$ cat config.mk
export PLATFORM = sky130hd
export DESIGN_NAME = matrix_sweeper
export DESIGN_NICKNAME = d
export VERILOG_FILES = /design/src/rtl/matrix_sweeper.sv
export SDC_FILE = /design/constraint.sdc
export NUM_CORES = 1
export LEC_CHECK = 0
export BUFFER_PORTS_ARGS = -buffer_cell sky130_fd_sc_hd__buf_2
export CORE_ASPECT_RATIO = 0.5
export CORE_MARGIN = 3
export CORE_UTILIZATION = 45
export DETAILED_ROUTE_END_ITERATION = 12
export PLACE_DENSITY = 0.75
export SKIP_CTS_REPAIR_TIMING = 1
export SLEW_MARGIN = 20
export SYNTH_ARGS = -nofsm -noshare
export SYNTH_HDL_FRONTEND = slang
export SYNTH_SLANG_ARGS = --single-unit
$ cat constraint.sdc
create_clock -name clk -period 1.9 [get_ports clk]
set_input_delay 0.19 -clock clk [delete_from_list [all_inputs] [get_ports clk]]
set_output_delay 0.19 -clock clk [all_outputs]
set_load 0.01 [all_outputs]
$ cat src/rtl/matrix_sweeper.sv
// Sequencer for one matrix product: walks every result cell in row-major order,
// hands each cell to the compute unit, and writes the returned value to the result memory.
module matrix_sweeper #(
  parameter int maxWidthLen = 4,
  parameter int sizeValue   = 16
) (
  input  logic                   clk,
  input  logic                   rst,
  input  logic                   go,
  input  logic [maxWidthLen-1:0] width,
  input  logic [maxWidthLen-1:0] height,
  input  logic [maxWidthLen-1:0] limit_in,
  output logic                   cm_start,
  output logic [maxWidthLen-1:0] cm_x,
  output logic [maxWidthLen-1:0] cm_y,
  output logic [maxWidthLen-1:0] cm_limit,
  input  logic                   cm_rdy,
  input  logic [sizeValue-1:0]   cm_out,
  output logic                   wr_en,
  output logic [maxWidthLen-1:0] wr_x,
  output logic [maxWidthLen-1:0] wr_y,
  output logic [sizeValue-1:0]   wr_data,
  output logic                   busy,
  output logic                   done,
  output logic                   err
);

  localparam logic [maxWidthLen-1:0] IDX_ONE = maxWidthLen'(1);

  typedef enum logic [2:0] {
    ST_IDLE  = 3'd0,
    ST_ISSUE = 3'd1,
    ST_WAIT  = 3'd2,
    ST_WRITE = 3'd3,
    ST_DONE  = 3'd4
  } state_t;

  state_t                 state_r;
  logic [maxWidthLen-1:0] width_r;
  logic [maxWidthLen-1:0] height_r;
  logic [maxWidthLen-1:0] limit_r;
  logic [maxWidthLen-1:0] x_r;
  logic [maxWidthLen-1:0] y_r;
  logic [maxWidthLen-1:0] wr_x_r;
  logic [maxWidthLen-1:0] wr_y_r;
  logic [sizeValue-1:0]   data_r;
  logic                   cm_start_r;
  logic                   wr_en_r;
  logic                   busy_r;
  logic                   done_r;
  logic                   err_r;

  logic zero_s;
  logic x_last_s;
  logic last_s;

  // A zero dimension on the incoming request means there is nothing to sweep.
  assign zero_s   = (width == '0) || (height == '0) || (limit_in == '0);
  assign x_last_s = (x_r == (width_r - IDX_ONE));
  assign last_s   = x_last_s && (y_r == (height_r - IDX_ONE));

  // Sweep FSM; every output flop is loaded alongside the state it belongs to.
  always_ff @(posedge clk) begin
    if (!rst) begin
      state_r    <= ST_IDLE;
      width_r    <= '0;
      height_r   <= '0;
      limit_r    <= '0;
      x_r        <= '0;
      y_r        <= '0;
      wr_x_r     <= '0;
      wr_y_r     <= '0;
      data_r     <= '0;
      cm_start_r <= 1'b0;
      wr_en_r    <= 1'b0;
      busy_r     <= 1'b0;
      done_r     <= 1'b0;
      err_r      <= 1'b0;
    end else begin
      cm_start_r <= 1'b0;
      wr_en_r    <= 1'b0;
      done_r     <= 1'b0;
      case (state_r)
        ST_IDLE: begin
          if (go) begin
            width_r  <= width;
            height_r <= height;
            limit_r  <= limit_in;
            x_r      <= '0;
            y_r      <= '0;
            err_r    <= zero_s;
            busy_r   <= 1'b1;
            if (zero_s) begin
              state_r <= ST_DONE;
              done_r  <= 1'b1;
            end else begin
              state_r    <= ST_ISSUE;
              cm_start_r <= 1'b1;
            end
          end else begin
            busy_r <= 1'b0;
          end
        end
        ST_ISSUE: begin
          state_r <= ST_WAIT;
        end
        ST_WAIT: begin
          // A ready pulse only counts here; stray pulses in other states are dropped.
          if (cm_rdy) begin
            data_r  <= cm_out;
            wr_x_r  <= x_r;
            wr_y_r  <= y_r;
            wr_en_r <= 1'b1;
            state_r <= ST_WRITE;
          end else begin
            state_r <= ST_WAIT;
          end
        end
        ST_WRITE: begin
          if (x_last_s) begin
            x_r <= '0;
            y_r <= y_r + IDX_ONE;
          end else begin
            x_r <= x_r + IDX_ONE;
          end
          if (last_s) begin
            state_r <= ST_DONE;
            done_r  <= 1'b1;
          end else begin
            state_r    <= ST_ISSUE;
            cm_start_r <= 1'b1;
          end
        end
        ST_DONE: begin
          state_r <= ST_IDLE;
          busy_r  <= 1'b0;
        end
        default: begin
          state_r <= ST_IDLE;
          busy_r  <= 1'b0;
        end
      endcase
    end
  end

  assign cm_start = cm_start_r;
  assign cm_x     = x_r;
  assign cm_y     = y_r;
  assign cm_limit = limit_r;
  assign wr_en    = wr_en_r;
  assign wr_x     = wr_x_r;
  assign wr_y     = wr_y_r;
  assign wr_data  = data_r;
  assign busy     = busy_r;
  assign done     = done_r;
  assign err      = err_r;

endmodule

==> results by group <==
Clock tree
  • Clk root buf: clkbuf_8
  • TritonCTS buffer count: 5
  • Register clock-pin slew on the reported worst setup and hold paths: 0.09 ns
  • Clock latency at the later pin of the worst-skew pair: 0.30 ns
  • Clk buf depth: 2
  • H-tree depth: 2
  • TritonCTS clock tree: yes
  • CTS sink count: 52

Drt
  • DR pass1 iterations: 4
  • Vias per inst: 4.98
  • Per-cell routed wire length: between 10 and 15 um
  • Vias: 2016
  • WL final: 4.97 mm
  • Iter 0 DRT Violations: 79
  • Final ANT Viol Nets: 0
  • Residual DRC: 0

Logic synthesis
  • Synth top area cells: dfxtp_1 48%, nand2_1 14%, a21oi_1 9.4%
  • Synth warnings: 0
  • Synth cell count leaders: 79 x nand2_1, 52 x dfxtp_1, 41 x a21oi_1
  • Yosys top cell by area: dfxtp_1
  • Compound-Gate Fraction of Synth Area: 14.5%
  • Syn_nets: 298
  • Avg Synthesized Cell Area: 8.30 um2
  • Main combinational cell family by area after synthesis: simple AND/OR/NAND/NOR gates
  • Post-synthesis mux area share: about 1.4%
  • Top-count cell post-synth: nand2_1
  • XOR/XNOR share of the synthesized area: 5.69%
  • Post-synthesis sequential area ratio: 47.8%
  • Register bit count reported by yosys: 52
  • Adder-cell share of the synthesized area: 2.30%
  • Synth Area in Simple Gates: 24.4%
  • Top cell type's share of synthesized area: 47.8%
  • Asr flop ratio synth: 0%
  • Cells after Synth: between 200 and 300
  • Synthesized area: 2180 um2
  • Ys flop type: dfxtp_1
  • Cell variety after synth: 39
  • Post-synth EDFFs: 0

Global route
  • Number of global-route vias before repair: 1765
  • GRT Total Usage: around 17%
  • Global-route wire length before repair: 7.85 mm
  • Initial antenna violation count: 0
  • Global route overflow: 0
  • Largest net degree at the start of global routing: 30

Place
  • Port Buffers: 72
  • Placed insts: 396
  • GPL Wtd Cong: 0.814
  • Pre-CTS WS: approximately 0.04 ns
  • Hpwl dp: around 3.5 mm

Setup path
  • CP max-delay cell: or4_4
  • CP endpoint kind: flop
  • Critical path peak fanout: 7
  • Critical path type: flop to flop
  • Crit path cell chain: inv_1 > ha_1 > xor2_1 > nand3_2 > or4_4 > a211oi_2
  • Arr. time, crit path: approximately 2.2 ns
  • FF-to-FF Start: width_r[0]
  • Critical Path RT: 2.13 ns
  • Critical path startpoint category: flop
  • CP max stage delay: ~0.53 ns
  • Critical path startpoint: width_r[0]

Timing
  • Worst Skew: 0.00710 ns
  • Final hold violations: 0
  • PnR worst setup slack: -0.0459 ns
  • Tcrit/Tclk final: 102%
  • Worst slew pin tran: 0.659 ns
  • WHS: about 0.11 ns
  • Slew Limit Fails: 0
  • Final min period: 1.95 ns
  • Finish-stage setup viols: 3
  • Max Freq: 514 MHz
  • Max-slew headroom: between 50% and 60%

Floorplanning
  • Ports: 73
  • Die extent in y: 55.2 um
  • Starting Density: approximately half
  • Row Count: 17
  • Core footprint: 4530 um2
  • Die width: 104 um
  • DIE AREA: 5760 um2

Status
  • Outcome: finished with violations
  • Failing checks: setup timing

Power
  • Power per cell area: 978 nW/um2
  • Worst vdd ir: 0.414 mV
  • Lkg Pwr: between 1 and 1.5 nW
  • Final Power: ~0.0027 W

Cells and area
  • Fillers: 410
  • Area Overhead vs Synth: 26.6%
  • Antenna diodes: 0
  • Multi-input logic area: roughly 1100 um2
  • Nets: between 300 and 400
  • Register Area: 1040 um2
  • Fin cells: a little over 400
  • Fraction of layout cells with a size suffix above 1: 29.5%

Flow run
  • Max Cap Viol: 0

Min path
  • HP Class: input pin to flop
  • Hold path startpoint: cm_out[14]
-- cell families (layout without fill, tap and decap cells) --
logic type | count (synthesis) | in the layout
and+or+nand+nor | 115 | 115
AOI/OAI and AO/OA | 56 | 56
DFF | 52 | 52
buffers and inverters | 21 | 98
xor gates and xnor gates | 11 | 11
adders and majority gates | 4 | 4
muxes | 3 | 3
-- worst max-delay path, delay by kind of cell (launching register included) --
kind / cells / cell delay, ns
AOI/OAI and AO/OA: 1 / 0.22
xor gates and xnor gates: 1 / 0.19
adders and majority gates: 1 / 0.30
buffers and inverters: 1 / 0.07
DFF: 1 / 0.37
and+or+nand+nor: 2 / 0.72
-- path summary, 6_finish.rpt --
check,slack [ns],to,cells past startpoint
setup / recovery,-0.05,cm_y[2],6
hold / removal,0.11,wr_data[14],3
hold reg to reg,0.45,wr_y[3],2
setup reg to reg,-0.05,cm_y[2],6
-- routing by layer --
| layer | track usage, % | up-vias | part of all wire [%] |
|---|---|---|---|
| met2 | 30.3 | 45 | 48 |
| li1 | - | 1043 | - |
| met3 | 4.63 | 7 | 4.6 |
| met5 | 0 | - | 0 |
| met1 | 20.4 | 921 | 46 |
| met4 | 6.40 | 0 | 1.3 |
-- state kept, by name, indices dropped and copies added (netlist names) --
name	cells
done	1
wr_data	16
cm_y	4
height_r	4
busy	1
width_r	4
wr_en	1
cm_start	1
state_r	3
wr_x	4
cm_x	4
err	1
wr_y	4
cm_limit	4
-- cell type report --
cell class,instances,share of cell area (%)
Multi-Input combinational cell,189,38.6
Tap cell,66,3.00
Timing Repair Buffer,84,16.3
Clock buffer,6,3.00
Sequential cell,52,37.8
Clock inverter,2,0.363
Inverter,6,0.817
-- power by group --
group          total [W]  internal [W]  switching [W]
sequential       0.00131       0.00121       0.000105
combinational   0.000739      0.000310       0.000429
clock           0.000642      0.000291       0.000351
-- metrics by stage --
| stage | utilization, % | TNS [ns] | area (um2) |
|---|---|---|---|
| floorplan | - | 0 | 2180 |
| global placement | 58.6 | 0 | 2650 |
| detailed placement | 58.6 | 0 | 2650 |
| CTS | 60.6 | 0 | 2750 |
| global route | 60.8 | -0.577 | 2760 |
| finish | 60.8 | -0.0627 | 2760 |
-- layout by cell type (no fill, tap or decap), drive strengths merged, types with 2 or more instances in the layout --
cell type	instances
clkinv	3
o21ai	5
a32o	2
a211oi	2
xnor2	5
dfxtp	52
xnor3	2
clkbuf	6
ha	4
mux2i	3
a21oi	41
nand3b	2
nand3	7
nor3	6
buf	84
nand2	79
nor2	7
nor4	5
xor2	4
inv	5
(Power assumes the default switching activity.)
